--- src/rtl/noc_pkg.sv ---
// ============================================================================
// noc_pkg : shared NoC flit layout helpers for the local port buffer
// Revision: 1.0
// ============================================================================
`default_nettype none

package noc_pkg;

    localparam int LOCAL_ADR_W = 3;

    // Header sits directly above the payload: src_x, src_y, dst_x, dst_y, local_src, local_dst
    function automatic int noc_bus_size(input int dw, input int sx, input int sy);
        return dw + 2 * sx + 2 * sy + 2 * LOCAL_ADR_W;
    endfunction

    function automatic int local_dst_lsb(input int dw);
        return dw;
    endfunction

    function automatic int local_src_lsb(input int dw);
        return dw + LOCAL_ADR_W;
    endfunction

    function automatic int dst_y_lsb(input int dw);
        return dw + 2 * LOCAL_ADR_W;
    endfunction

    function automatic int dst_x_lsb(input int dw, input int sy);
        return dw + 2 * LOCAL_ADR_W + sy;
    endfunction

    function automatic int src_y_lsb(input int dw, input int sx, input int sy);
        return dw + 2 * LOCAL_ADR_W + sy + sx;
    endfunction

    function automatic int src_x_lsb(input int dw, input int sx, input int sy);
        return dw + 2 * LOCAL_ADR_W + 2 * sy + sx;
    endfunction

endpackage

`default_nettype wire

--- src/rtl/noc_fifo.sv ---
// ============================================================================
// noc_fifo : first-word-fall-through FIFO with registered occupancy count
// Revision: 1.0
// ============================================================================
`default_nettype none

module noc_fifo #(
    parameter int WIDTH      = 66,
    parameter int DEPTH      = 4,
    parameter int DEPTH_LOG2 = 2
) (
    input  logic                  clk,
    input  logic                  rst_n,
    input  logic [WIDTH-1:0]      din,
    input  logic                  push,
    input  logic                  pop,
    output logic [WIDTH-1:0]      dout,
    output logic                  full,
    output logic                  empty,
    output logic [DEPTH_LOG2:0]   level
);

    logic [WIDTH-1:0]      mem [DEPTH];
    logic [DEPTH_LOG2-1:0] wr_ptr;
    logic [DEPTH_LOG2-1:0] rd_ptr;
    logic [DEPTH_LOG2:0]   count;
    logic                  do_push;
    logic                  do_pop;

    assign full    = (count == (DEPTH_LOG2 + 1)'(DEPTH));
    assign empty   = (count == '0);
    assign level   = count;
    assign do_push = push && !full;
    assign do_pop  = pop && !empty;
    assign dout    = mem[rd_ptr];

    // Pointers wrap naturally since DEPTH is a power of two
    always_ff @(posedge clk or negedge rst_n) begin
        if (!rst_n) begin
            wr_ptr <= '0;
            rd_ptr <= '0;
            count  <= '0;
        end else begin
            if (do_push) wr_ptr <= wr_ptr + 1'b1;
            if (do_pop)  rd_ptr <= rd_ptr + 1'b1;
            case ({do_push, do_pop})
                2'b10:   count <= count + 1'b1;
                2'b01:   count <= count - 1'b1;
                default: count <= count;
            endcase
        end
    end

    always_ff @(posedge clk) begin
        if (do_push) mem[wr_ptr] <= din;
    end

endmodule

`default_nettype wire

--- src/rtl/noc_local_port_buffer.sv ---
// ============================================================================
// noc_local_port_buffer : TX/RX flit buffering between manager and router port
// Revision: 1.0
// ============================================================================
`default_nettype none

module noc_local_port_buffer
    import noc_pkg::*;
#(
    parameter int NOC_LOCAL_ADR    = 0,
    parameter int NOC_X            = 0,
    parameter int NOC_Y            = 0,
    parameter int SOC_SIZE_X       = 1,
    parameter int SOC_SIZE_Y       = 1,
    parameter int NOC_DATA_WIDTH   = 56,
    parameter int BUFFER_SIZE      = 4,
    parameter int BUFFER_SIZE_LOG2 = 2,
    parameter int STAMP_SRC        = 1,
    localparam int NOC_BUS_SIZE    = noc_bus_size(NOC_DATA_WIDTH, SOC_SIZE_X, SOC_SIZE_Y)
) (
    input  logic                        clk_i,
    input  logic                        rst_n_i,
    input  logic [NOC_BUS_SIZE-1:0]     client_din_i,
    input  logic                        client_wr_i,
    output logic                        client_wait_o,
    output logic [NOC_BUS_SIZE-1:0]     client_dout_o,
    output logic                        client_nd_o,
    input  logic                        client_rd_i,
    output logic                        client_int_o,
    output logic [NOC_BUS_SIZE-1:0]     router_din_o,
    output logic                        router_wr_o,
    input  logic                        router_wait_i,
    input  logic [NOC_BUS_SIZE-1:0]     router_dout_i,
    input  logic                        router_nd_i,
    output logic                        router_rd_o,
    output logic [BUFFER_SIZE_LOG2:0]   tx_level_o,
    output logic [BUFFER_SIZE_LOG2:0]   rx_level_o,
    output logic                        ovf_o
);

    localparam int SRC_X_LSB     = src_x_lsb(NOC_DATA_WIDTH, SOC_SIZE_X, SOC_SIZE_Y);
    localparam int SRC_Y_LSB     = src_y_lsb(NOC_DATA_WIDTH, SOC_SIZE_X, SOC_SIZE_Y);
    localparam int LOCAL_SRC_LSB = local_src_lsb(NOC_DATA_WIDTH);

    logic [NOC_BUS_SIZE-1:0] stamped;
    logic                    tx_full;
    logic                    tx_empty;
    logic                    rx_full;
    logic                    rx_empty;
    logic                    ovf;

    generate
        if (STAMP_SRC != 0) begin : g_stamp
            always_comb begin
                stamped = client_din_i;
                stamped[SRC_X_LSB +: SOC_SIZE_X]      = SOC_SIZE_X'(NOC_X);
                stamped[SRC_Y_LSB +: SOC_SIZE_Y]      = SOC_SIZE_Y'(NOC_Y);
                stamped[LOCAL_SRC_LSB +: LOCAL_ADR_W] = LOCAL_ADR_W'(NOC_LOCAL_ADR);
            end
        end else begin : g_no_stamp
            assign stamped = client_din_i;
        end
    endgenerate

    noc_fifo #(
        .WIDTH      (NOC_BUS_SIZE),
        .DEPTH      (BUFFER_SIZE),
        .DEPTH_LOG2 (BUFFER_SIZE_LOG2)
    ) u_tx_fifo (
        .clk   (clk_i),
        .rst_n (rst_n_i),
        .din   (stamped),
        .push  (client_wr_i),
        .pop   (!router_wait_i),
        .dout  (router_din_o),
        .full  (tx_full),
        .empty (tx_empty),
        .level (tx_level_o)
    );

    assign client_wait_o = tx_full;
    assign router_wr_o   = !tx_empty;

    // Reset gates the accept strobe so the router never sees a pop while we are held
    assign router_rd_o = rst_n_i && router_nd_i && !rx_full;

    noc_fifo #(
        .WIDTH      (NOC_BUS_SIZE),
        .DEPTH      (BUFFER_SIZE),
        .DEPTH_LOG2 (BUFFER_SIZE_LOG2)
    ) u_rx_fifo (
        .clk   (clk_i),
        .rst_n (rst_n_i),
        .din   (router_dout_i),
        .push  (router_rd_o),
        .pop   (client_rd_i),
        .dout  (client_dout_o),
        .full  (rx_full),
        .empty (rx_empty),
        .level (rx_level_o)
    );

    assign client_nd_o  = !rx_empty;
    assign client_int_o = !rx_empty;

    always_ff @(posedge clk_i or negedge rst_n_i) begin
        if (!rst_n_i) begin
            ovf <= 1'b0;
        end else if (client_wr_i && tx_full) begin
            ovf <= 1'b1;
        end
    end

    assign ovf_o = ovf;

endmodule

`default_nettype wire

--- config.mk ---
export PLATFORM = sky130hd
export DESIGN_NAME = noc_local_port_buffer
export DESIGN_NICKNAME = d
export VERILOG_FILES = /design/src/rtl/noc_pkg.sv /design/src/rtl/noc_fifo.sv /design/src/rtl/noc_local_port_buffer.sv
export SDC_FILE = /design/constraint.sdc
export NUM_CORES = 1
export LEC_CHECK = 0
export ABC_AREA = 1
export BUFFER_PORTS_ARGS = -buffer_cell sky130_fd_sc_hd__buf_2
export CAP_MARGIN = 20
export CORE_MARGIN = 4
export CORE_UTILIZATION = 43
export CTS_BUF_LIST = sky130_fd_sc_hd__clkbuf_4 sky130_fd_sc_hd__clkbuf_8
export CTS_CLUSTER_SIZE = 28
export DETAILED_ROUTE_END_ITERATION = 8
export GPL_ROUTABILITY_DRIVEN = 0
export SLEW_MARGIN = 30
export SYNTH_ARGS = -nofsm -noshare
export SYNTH_HDL_FRONTEND = slang
export SYNTH_SLANG_ARGS = --single-unit
--- constraint.sdc ---
create_clock -name clk_i -period 4.1 [get_ports clk_i]
set_input_delay 0.82 -clock clk_i [delete_from_list [all_inputs] [get_ports clk_i]]
set_output_delay 0.82 -clock clk_i [all_outputs]
set_load 0.02 [all_outputs]
Word-level counts from Yosys, hierarchy flattened
Memories as Yosys holds them, arrays and structs flattened.
Cells that the tools add are included.

operators by class
  $add $sub $neg = 8
  eq/ne operators = 6
  mux-type cells = 6
  reductions and logical operators = 16

operator list
  kind                   number
  $pmux W3 S2            2
  $add A2 B1 Y2 const B  4
  $logic_and A1 B1 Y1    7
  $add A3 B1 Y3 const B  2
  $eq A3 B3 Y1 const B   2
  $logic_not A3 Y1       2
  $sub A3 B1 Y3 const B  2
  $logic_not A1 Y1       5
  $eq A2 B1 Y1 const B   2
  $eq A2 B2 Y1 const B   2
  $mux W1                4
  $reduce_bool A2 Y1     2

storage, ports and cells
  flip-flop bits (word level) = 15
  RAM bits = 508
  bits of input ports = 138
  output and inout port bits = 144
  memories kept = 2

memory list
  name           depth  width  rd ports  clocked after memory_dff  wr ports  line            source
  u_rx_fifo.mem  4      66     1         0                         1         noc_fifo.sv:23  logic [WIDTH-1:0] mem [DEPTH];
  u_tx_fifo.mem  4      61     1         0                         1         noc_fifo.sv:23

Logic depth before layout (Yosys ltp)
Gate-level depths: netlist of run 1.

  depth after elaboration = 6
  depth in mapped cells = 12

Cells and area by module
From an unflattened synthesis of run 1, not the netlist that was laid out.

second synthesis, totals
  cell total of the unflattened synthesis = 1,675
  area total of the unflattened synthesis = 22,240.1 um^2

modules (own cells, without submodules)
  module                 times used  cells each  area each (um^2)  sequential area each (um^2)
  noc_fifo at u_rx_fifo  1           832         11,086.9          8,102.8
  noc_fifo at u_tx_fifo  1           832         11,084.4          8,102.8
  noc_local_port_buffer  1           11          68.8              25.0

Worst setup path before layout of run 1
OpenSTA, ideal clock, no wires.

  kind = input to register
  from = input port rst_n_i
  to = memory u_rx_fifo.mem[0][0], enable pin
  setup time = 0.491 ns
  data arrival time = 3.866 ns
  required time = 3.609 ns
  setup slack = -0.257 ns
  stages = 4
  cells stage by stage = nand2_1 -> inv_1 -> nand2_1 -> nor2_1

on the way
  word-level cells in the longest chain between the ends = 5

ends and longest elaborated chain
  what                               line                         source
  start: declaration                 noc_local_port_buffer.sv:22  input logic rst_n_i,
  $logic_and A1 B1 Y1 (2 in series)  noc_local_port_buffer.sv:85  assign router_rd_o = rst_n_i && router_nd_i && !rx_full;
  $logic_and A1 B1 Y1                noc_fifo.sv:33               assign do_push = push && !full;
  $mux W1                            noc_fifo.sv:55               if (do_push) mem[wr_ptr] <= din;
  $mux W1 (not written as such)      noc_fifo.sv:55
  end: declaration                   noc_fifo.sv:23

Every way passes these cells.

Final worst setup path of run 1
  from = register u_rx_fifo.rd_ptr[0]
  to = output port client_dout_o[19]

on the way
  word-level cells in the longest chain between the ends = 1

ends and longest elaborated chain
  what                      line                         source
  start: declaration        noc_fifo.sv:25               logic [DEPTH_LOG2-1:0] rd_ptr;
  start signal: assignment  noc_fifo.sv:45               if (do_pop) rd_ptr <= rd_ptr + 1'b1;
  $mem_v2 Z4 W66            n/a
  end: declaration          noc_local_port_buffer.sv:26  output logic [NOC_BUS_SIZE-1:0] client_dout_o,

Every way passes these cells.

==> results.md, run 1 <==
* Outcome: finished, final reports clean
* Clk_skew at 0.0381 ns
* Skew-Pair Late Insertion Delay at 0.67 ns
* Global-route wire length before repair at 68200 um
* Post-Route WL at 44600 um
* Max Slew Vio Count at 0
* Max-cap violations at 0
* DP Area at 0.0232 mm2
* Switching power at 0.00679 W
* Layout fillers at 4205
* Clock Sinks at 523
* Crit-path max FO at 96
* # IOs at 282
* Fmax at 306 MHz
* Synth warn at 0
* Sequential cell area at 0.0156 mm2
* Crit path kind: register to output pin
* CTS tree: done
* # DRC at 0
* Slew headroom at 38.6%
* Cell Area, Synth at 0.0213 mm2
* Vias per cell at 4.73
* Drt pass-1 iters at 4
* Area of the multi-input gates at 0.00387 mm2
* Crit end category: output pin
* Sequential Power Share at 39.2%
* Mapped Avg Cell Area at 13.2 um2
* Leak pwr at 10.1 nW
* CP peak stage delay at 0.48 ns
* Hold_ws at 0.0930 ns
* Iter 0 DRT Violations at 580
* Peak VDD IR at 663 uV
* Critical Path AT at 2.45 ns
* Seq/Total Area, Yosys at 73.3%
* Pin count of the biggest net entering global routing at 100
* Core ar. at 0.0490 mm2
* Layout Nets at 2073
* Final Hold Viols at 0
* Setup-failing EPs final at 0
* Crit-path most repeated cell: nand2_1
* P&R area growth vs syn at 16.8%
* Antenna-violating nets left at 0
* Design area at 0.0249 mm2
* Internal power at 0.0110 W
* Sw Ratio at 38.2%
* # port buffers at 271
* Total CTS buffers at 88
* Power per Cell Area at 712 mW/mm2
* Die Ht at 231 um
* Row count at 81
* CTS hold repair buffers at 0
* Clock transition at the registers of the reported paths at 0.06 ns
* Routed vias at 12600
* DIE AREA at 0.0532 mm2
* Setup TNS at 0 ns
* Count of cell types in the netlist at 19
* PostCTS Resize Cnt at 0
* Post-route clock period utilization at 79.8%
* Worst reg2reg path depth at 5
* Tot GR Track Use at 16.5%
* Gr ovfl total at 0
* CP max-delay cell: inv_6
* Total power at 0.0177 W
* Yosys reg bits at 523
* Die Wd at 231 um
* Min-delay worst type: primary input to async pin
* Startpoint types: register
* Min cycle time layout at 3.27 ns
* Worst slew pin tran at 0.921 ns
* Post-DP HPWL at 26900 um
* Clock power share at 24.6%
* Clock buffer depth at 3
* Comb power frac at 36.2%
* Commonest non-fill, non-tap cell in the layout: edfxtp_1
* Worst EP required at 3.28 ns
* RSZ-0062 raised after global routing: no
* # H-tree levels at 3
* Syn Inst Count at 1617
* Root buf cell: clkbuf_8
* Most frequent cells in the layout: 508 x edfxtp_1, 420 x nand2_1, 285 x inv_1, 271 x buf_2, 254 x o211ai_1
* Vias in the first global route at 12100
* Share of layout cells above drive strength 1 at 22.6%
* Crit path cell chain: inv_6 > buf_4 > nand2_1 > o211ai_1 > nand2_1 > buf_2
* Post-CTS setup buffer count at 0
* Avg WL per Cell at 16.7 um
* Initial antenna violation count at 14
* Initial Utilization at 43.6%
==> final cells by class <==
type                    count  share of cell area [%]
flip-flops and latches    523                    62.7
well taps                 664                    3.33
clock buffers             120                    5.85
repair buffers            302                    7.18
inverters                 289                    4.39
multi-input cells         719                    15.5
clock inverters            43                   0.899
diodes                      9                  0.0904
==> state kept, by name (all words and copies together), names as in the netlist <==
register          count
u_tx_fifo.rd_ptr      2
ovf_o                 1
u_rx_fifo.mem       264
u_tx_fifo.wr_ptr      2
u_tx_fifo.level       3
u_rx_fifo.wr_ptr      2
u_tx_fifo.mem       244
u_rx_fifo.rd_ptr      2
u_rx_fifo.level       3
==> power groups by stage <==
| stage | sequential, W | combinational (W) | clock [W] |
|---|---|---|---|
| after detailed placement | 0.00706 | 0.00658 | 0 |
| after CTS | 0.00696 | 0.00660 | 0.00452 |
| after global placement | 0.00703 | 0.00650 | 0 |
| after global routing | 0.00701 | 0.00711 | 0.00478 |
| final | 0.00695 | 0.00643 | 0.00436 |
| after floorplan | 0.00712 | 0.00469 | 0 |
==> final timing paths <==
path	slack, ns	start	to
setup / recovery	0.83	u_rx_fifo.rd_ptr[0]	client_dout_o[19]
min in group clk_i	0.36	router_dout_i[55]	u_rx_fifo.mem[3][55]
hold / removal	0.09	rst_n_i	u_rx_fifo.level[0]
hold reg to reg	0.46	ovf_o	ovf_o
setup reg to reg	1.91	u_tx_fifo.level[1]	u_tx_fifo.mem[1][39]
max in group asynchronous	3.71	rst_n_i	u_tx_fifo.rd_ptr[1]
==> cells in the mapped netlist <==
cell type / instances / share of area (%)
buf_2: 17 / 0.40
clkbuf_8: 1 / 0.065
fa_1: 2 / 0.19
nand3_1: 14 / 0.33
nand4_1: 2 / 0.059
buf_4: 12 / 0.42
buf_6: 54 / 2.9
nor2_1: 8 / 0.14
clkbuf_1: 6 / 0.11
dfrtp_1: 15 / 1.8
inv_2: 4 / 0.070
o21ai_0: 2 / 0.047
xnor2_1: 2 / 0.082
inv_1: 285 / 5.0
o211ai_1: 254 / 8.9
ha_1: 10 / 0.59
nand2_1: 420 / 7.4
conb_1: 1 / 0.018
edfxtp_1: 508 / 72
==> kinds of logic after synthesis <==
| logic type | share of synthesized area, % |
|---|---|
| other cells | 0.0176 |
| fa+ha+maj | 0.774 |
| buf+inv | 8.93 |
| flops | 73.3 |
| simple gates | 7.92 |
| compound gates | 8.99 |
| xor+xnor | 0.0822 |
==> layer usage <==
layer	routed length [um]	track usage (%)	vias to the layer above	share of wire (%)
li1	-	-	6267	-
met2	22000	27.3	274	49
met1	18800	20.6	5985	42
met5	68	0	-	0.15
met4	1140	6.00	8	2.6
met3	2530	5.21	86	5.7
==> metrics by stage <==
stage / utilization (%) / setup WS, ns / std cells
global route: 50.9 / 0.564 / 2667
global placement: 47.4 / 1.16 / 2497
CTS: 50.9 / 0.738 / 2660
floorplan: - / -0.257 / 1621
detailed placement: 47.4 / 1.14 / 2497
finish: 50.9 / 0.830 / 2669
==> critical path, delay by kind of cell, from the launching register on <==
kind / cells / cell delay, ns
flip-flops: 1 / 0.43
buffers and inverters: 3 / 1.03
AND/OR/NAND/NOR: 2 / 0.18
AO/OA/AOI/OAI: 1 / 0.09
Power figures use the tool's default switching activity.
==> run 2: changes to the inputs <==
clock period = 3.3 ns   (was 4.1 ns; I/O delays follow)
==> run 2 against run 1 <==
Critical path type unchanged. Routed wire length hardly changed. Combinational power is 26% higher. Via count fell by 0.16%. Critical endpoint is now client_dout_o[7]. Largest cell class unchanged. Register-to-register slack worse by 0.80 ns. Cell count decreased by 0.26%. Core utilization grew 0.38 points. Worst setup slack lost 0.50 ns.
==> results.md, run 2 (synthesis results as in run 1) <==
* Outcome: finished, final reports clean
* Drt pass-1 iters at 6 (+2)
* Met2 routed WL at 21400 um (-3.0%)
* Root buf cell: clkbuf_8
* Setup-failing EPs final at 0 (unchanged)
* Peak VDD IR at 446 uV (-33%)
* Post-DP HPWL at 27600 um (+2.6%)
* Layout fillers at 4210 (+0.12%)
* Max Slew Vio Count at 0 (unchanged)
* Post-route clock period utilization at 89.9%
* Crit-path max FO at 64 (-33%)
* Worst slew pin tran at 0.930 ns (+0.00912 ns)
* Clock transition at the registers of the reported paths at 0.06 ns (about the same)
* Min cycle time layout at 2.97 ns
* Max-cap violations at 0 (unchanged)
* Met3 routed WL at 3370 um (+33%)
* Crit path kind: register to output pin
* Gr ovfl total at 0 (unchanged)
* Crit end category: output pin
* CTS hold repair buffers at 1 (+1)
* Setup TNS at 0 ns (unchanged)
* Share of layout cells above drive strength 1 at 23.1% (+0.51 points)
* # port buffers at 271 (unchanged)
* Tot GR Track Use at 16.7% (+0.16 points)
* Clock buffer depth at 3 (unchanged)
* R2R setup slack at 1.11 ns (-0.80 ns)
* Final Hold Viols at 0 (unchanged)
* Iter 0 DRT Violations at 630 (+8.6%)
* Most frequent cells in the layout: 508 x edfxtp_1, 420 x nand2_1, 285 x inv_1, 271 x buf_2, 254 x o211ai_1
* Power per Cell Area at 889 mW/mm2 (+25%)
* P&R area growth vs syn at 17.7%
* Sequential cell area at 0.0156 mm2 (unchanged)
* Layout Nets at 2077 (+0.19%)
* Core ar. at 0.0490 mm2 (unchanged)
* Worst reg2reg path depth at 10 (+5)
* Clk_skew at 0.0178 ns (-0.0203 ns)
* Max reg flops at 264 (unchanged)
* M1 WL at 18800 um (about the same)
* Critical Path AT at 2.31 ns (-0.14 ns)
* Initial Utilization at 43.6% (unchanged)
* Row count at 81 (unchanged)
* Avg WL per Cell at 16.8 um (+0.29%)
* FF-to-FF End: u_tx_fifo.level[2]
* DIE AREA at 0.0532 mm2 (unchanged)
* Largest registers: u_rx_fifo.mem (264), u_tx_fifo.mem (244)
* DP Area at 0.0234 mm2 (+0.70%)
* Hold path depth at 1
* Slew headroom at 38.0% (-0.61 points)
* Area of the multi-input gates at 0.00387 mm2 (unchanged)
* Hold Path End: u_tx_fifo.mem[1][10]
* # H-tree levels at 3 (unchanged)
* Die Ht at 231 um (unchanged)
* Post-CTS setup buffer count at 0 (unchanged)
* RSZ-0062 raised after global routing: no
* Post-Route WL at 44600 um (about the same)
* Clock Sinks at 523 (unchanged)
* Startpoint types: register
* CTS tree: done
* Vias in the first global route at 12300 (+1.1%)
* Hold Path Origin: client_din_i[10]
* Top layer used by detailed routing: met5
* Pin count of the biggest net entering global routing at 93 (-7.0%)
* Vias per cell at 4.73 (+0.10%)
* Leak pwr at 10.2 nW (+0.82%)
* Min-delay worst type: primary input to register
* Total CTS buffers at 86 (-2.3%)
* Global-route wire length before repair at 69300 um (+1.6%)
* Reg2Reg Launch Point: u_tx_fifo.level[0]
* Worst EP required at 2.64 ns (-0.64 ns)
* Fmax at 337 MHz
* PostCTS Resize Cnt at 0 (unchanged)
* Design area at 0.0251 mm2 (+0.75%)
* Initial antenna violation count at 13 (-1)
* # DRC at 0 (unchanged)
* Die Wd at 231 um (unchanged)
* Antenna-violating nets left at 0 (unchanged)
* Skew-Pair Late Insertion Delay at 0.64 ns (-0.03 ns)
* # IOs at 282 (unchanged)
* Routed vias at 12600 (-0.16%)
* Reg with most FFs: u_rx_fifo.mem
* Commonest non-fill, non-tap cell in the layout: edfxtp_1
run 2: worst max-delay path by stage:
stage	startpoint	to	slack, ns	depth (start not counted)
6_report	u_rx_fifo.rd_ptr[0]	client_dout_o[7]	0.33	6
5_1_grt	u_rx_fifo.rd_ptr[0]	client_dout_o[7]	0.11	6
4_1_cts	u_rx_fifo.rd_ptr[0]	client_dout_o[7]	0.24	6
3_5_place_dp	rst_n_i	u_rx_fifo.level[2]	0.90	11
3_3_place_gp	rst_n_i	u_rx_fifo.level[2]	0.91	11
2_1_floorplan	rst_n_i	u_rx_fifo.mem[0][0]	-0.90	4
run 2: through the flow:
stage / total power (W) / setup slack (ns) / util, % / hold slack, ns / cells
after floorplan: 0.0147 / -0.897 / - / 0.364 / 1621
after global placement: 0.0169 / 0.907 / 47.8 / 0.444 / 2502
after global routing: 0.0238 / 0.114 / 51.3 / 0.152 / 2658
final: 0.0223 / 0.334 / 51.3 / 0.220 / 2662
after detailed placement: 0.0171 / 0.899 / 47.8 / 0.454 / 2502
after CTS: 0.0227 / 0.238 / 51.3 / 0.135 / 2655
run 2: area by class of cell:
type	count	area share, %
inverters	289	4.36
clock buffers	122	5.94
diodes	7	0.0698
repair buffers	308	7.81
clock inverters	30	0.832
well taps	664	3.31
multi-input cells	719	15.4
flip-flops and latches	523	62.3
run 2: metal layers:
layer	vias up	global-route usage (%)
li1	6244	-
met1	5987	20.8
met2	270	27.1
met3	81	6.43
met4	18	5.26
met5	-	0
run 2: critical path, stage by stage, from the launching register on:
cell	delay (ns)
dfrtp_1	0.43
inv_6	0.38
buf_4	0.36
nand2_1	0.08
o211ai_1	0.09
nand2_1	0.11
buf_2	0.17
run 2: report_power, final:
group / switching [W] / internal (W)
registers: 0.000250 / 0.00838
logic: 0.00568 / 0.00244
clock network: 0.00249 / 0.00308
total: 0.00842 / 0.0139
==> run 3: changes to the inputs <==
CORE_ASPECT_RATIO = 1.4   (was not set)
CTS_CLUSTER_SIZE = not set   (was 28)
==> run 3 against run 2 <==
Sequential share of layout area grew 0.98 points. Register-to-register slack about the same. Design area fell by 1.5%. Hold slack lost 0.0044 ns. Die area hardly changed. Sequential power barely moved. Fmax is 1.4% lower. Core utilization down 0.85 points. Routed wire length is 2.9% lower. Non-clock buffer count decreased by 6. Total power is 2.8% lower. Cell count decreased by 1.7%.
==> results.md, run 3 (synthesis results as in run 1) <==
* Power per Cell Area at 878 mW/mm2 (-1.2%)
* Initial antenna violation count at 9 (-4)
* Gr ovfl total at 0 (unchanged)
* Fmax at 332 MHz (-1.4%)
* Pin count of the biggest net entering global routing at 94 (+1.1%)
* Layout fillers at 4214 (+0.095%)
* Critical Path AT at 2.35 ns (+0.04 ns)
* Buf/Inv on CP at 3 (unchanged)
* Area of the multi-input gates at 0.00387 mm2 (unchanged)
* Design area at 0.0247 mm2 (-1.5%)
* Most frequent cells in the layout: 508 x edfxtp_1, 420 x nand2_1, 285 x inv_1, 271 x buf_2, 254 x o211ai_1
* Worst slew pin tran at 0.954 ns (+0.0237 ns)
* PostCTS Resize Cnt at 0 (unchanged)
* Core ar. at 0.0490 mm2 (+0.12%)
* Dpl cells at 2469 (-1.3%)
* Crit path depth at 6 (unchanged)
* Min-delay worst type: primary input to register
* Clk_skew at 0.0158 ns (-0.00206 ns)
* DIE AREA at 0.0533 mm2 (about the same)
* Clock power share at 23.3% (-1.6 points)
* # H-tree levels at 3 (unchanged)
* Largest registers: u_rx_fifo.mem (264), u_tx_fifo.mem (244)
* Initial Utilization at 43.5% (-0.050 points)
* Sw Ratio at 38.0% (+0.30 points)
* Tot GR Track Use at 16.1% (-0.60 points)
* Max Slew Vio Count at 0 (unchanged)
* Outcome: finished, final reports clean
* Total power at 0.0217 W (-2.8%)
* Skew-Pair Late Insertion Delay at 0.64 ns (about the same)
* Leak pwr at 10.0 nW (-1.9%)
* Switching power at 0.00826 W (-2.0%)
* Drt pass-1 iters at 5 (-1)
* Clock buffer depth at 3 (unchanged)
* # port buffers at 271 (unchanged)
* Max reg flops at 264 (unchanged)
* RSZ-0062 raised after global routing: no
* Crit path kind: register to output pin
* Row count at 96 (+19%)
* Iter 0 DRT Violations at 468 (-26%)
* Root buf cell: clkbuf_8
* Global-route wire length before repair at 67400 um (-2.7%)
* Total CTS buffers at 79 (-8.1%)
* Layout Nets at 2064 (-0.63%)
* Finished Layout Cells at 2617 (-1.7%)
* Setup-failing EPs final at 0 (unchanged)
* Reg with most FFs: u_rx_fifo.mem
* Share of layout cells above drive strength 1 at 22.3% (-0.83 points)
* CP peak stage delay at 0.44 ns (about the same)
* P&R area growth vs syn at 15.9%
* CTS hold repair buffers at 1 (unchanged)
* Peak VDD IR at 575 uV (+29%)
* Reg2Reg Launch Point: u_rx_fifo.level[0]
* Die Wd at 196 um (-15%)
* Crit-path max FO at 82 (+28%)
* Avg WL per Cell at 16.5 um (-1.2%)
* Crit-path most repeated cell: nand2_1
* Hold path depth at 1 (unchanged)
* # DRC at 0 (unchanged)
* Internal power at 0.0134 W (-3.2%)
* Min cycle time layout at 3.01 ns (+0.0427 ns)
* Comb power frac at 36.9% (+0.5 points)
* Clock Sinks at 523 (unchanged)
* Vias in the first global route at 12700 (+3.4%)
* Post-route clock period utilization at 91.2% (+1.3 points)
* Sequential Power Share at 39.8% (+1.1 points)
* CTS tree: done
* CP top delay family: buffers and inverters
* Worst reg2reg path depth at 10 (unchanged)
* Die Ht at 272 um (+18%)
* Post-Route WL at 43300 um (-2.9%)
* Clock transition at the registers of the reported paths at 0.06 ns (about the same)
* Antenna-violating nets left at 0 (unchanged)
* Max-cap violations at 0 (unchanged)
* Sequential cell area at 0.0156 mm2 (unchanged)
* Setup TNS at 0 ns (unchanged)
* Commonest non-fill, non-tap cell in the layout: edfxtp_1
* Final core occ at 50.4% (-0.85 points)
* Final Hold Viols at 0 (unchanged)
* Routed vias at 12700 (+0.74%)
* Vias per cell at 4.85 (+2.5%)
* Post-DP HPWL at 25900 um (-6.3%)
* Crit end category: output pin
* Post-CTS setup buffer count at 0 (unchanged)
* DP Area at 0.0232 mm2 (-0.87%)
* Worst EP required at 2.64 ns (about the same)
* # IOs at 282 (unchanged)
* CP max-delay cell: inv_6
* Crit path cell chain: inv_6 > buf_4 > nand2_1 > o211ai_1 > nand2_1 > buf_2
* Slew headroom at 36.4% (-1.6 points)
* Startpoint types: register
* Crit path from: u_rx_fifo.rd_ptr[0]
* Hold Path Origin: router_dout_i[18]
[run 3: changes by cell type in the layout (fill, tap and decap cells not counted), moves of 2 or more]
cell,change
inv_8,-3
diode_2,-2
clkbuf_8,-12
clkinv_1,+4
buf_4,+4
clkinvlp_4,+7
buf_12,-10
clkbuf_4,-7
[run 3: per-stage QoR]
stage / hold WS, ns / setup WS, ns
after global placement: 0.445 / 0.812
after floorplan: 0.364 / -0.897
after global routing: 0.182 / 0.0780
final: 0.215 / 0.291
after CTS: 0.153 / 0.222
after detailed placement: 0.448 / 0.832
[run 3: power groups by stage]
stage	Clock (W)	Sequential, W	Combinational [W]
4_1_cts	0.00525	0.00864	0.00819
6_report	0.00506	0.00864	0.00801
3_5_place_dp	0	0.00877	0.00817
2_1_floorplan	0	0.00882	0.00584
3_3_place_gp	0	0.00874	0.00803
5_1_grt	0.00556	0.00871	0.00887
[run 3: worst paths after layout]
kind                                              to  slack (ns)
worst max-delay path                client_dout_o[8]        0.29
min in group asynchronous        u_rx_fifo.rd_ptr[0]        0.52
worst max register to register    u_rx_fifo.level[2]        1.10
worst min-delay path            u_rx_fifo.mem[3][18]        0.22
worst min register to register                 ovf_o        0.46
max in group asynchronous        u_tx_fifo.rd_ptr[1]        2.56
[run 3: routing by layer]
metal	GRT usage (%)	wire length, um	up-vias	share of wire [%]
met4	6.43	1150	12	2.7
li1	-	-	6215	-
met1	18.5	17000	6056	39
met5	0	77	-	0.18
met2	27.6	21600	327	50
met3	5.36	3480	83	8.0
[run 3: cell type report]
| class | count | area share [%] |
|---|---|---|
| sequential | 523 | 63.2 |
| inverter | 289 | 4.43 |
| clock inverter | 39 | 1.00 |
| multi-input combinational | 719 | 15.6 |
| tap | 637 | 3.22 |
| clock buffer | 103 | 5.15 |
| timing repair buffer | 302 | 7.25 |
| antenna | 5 | 0.0506 |
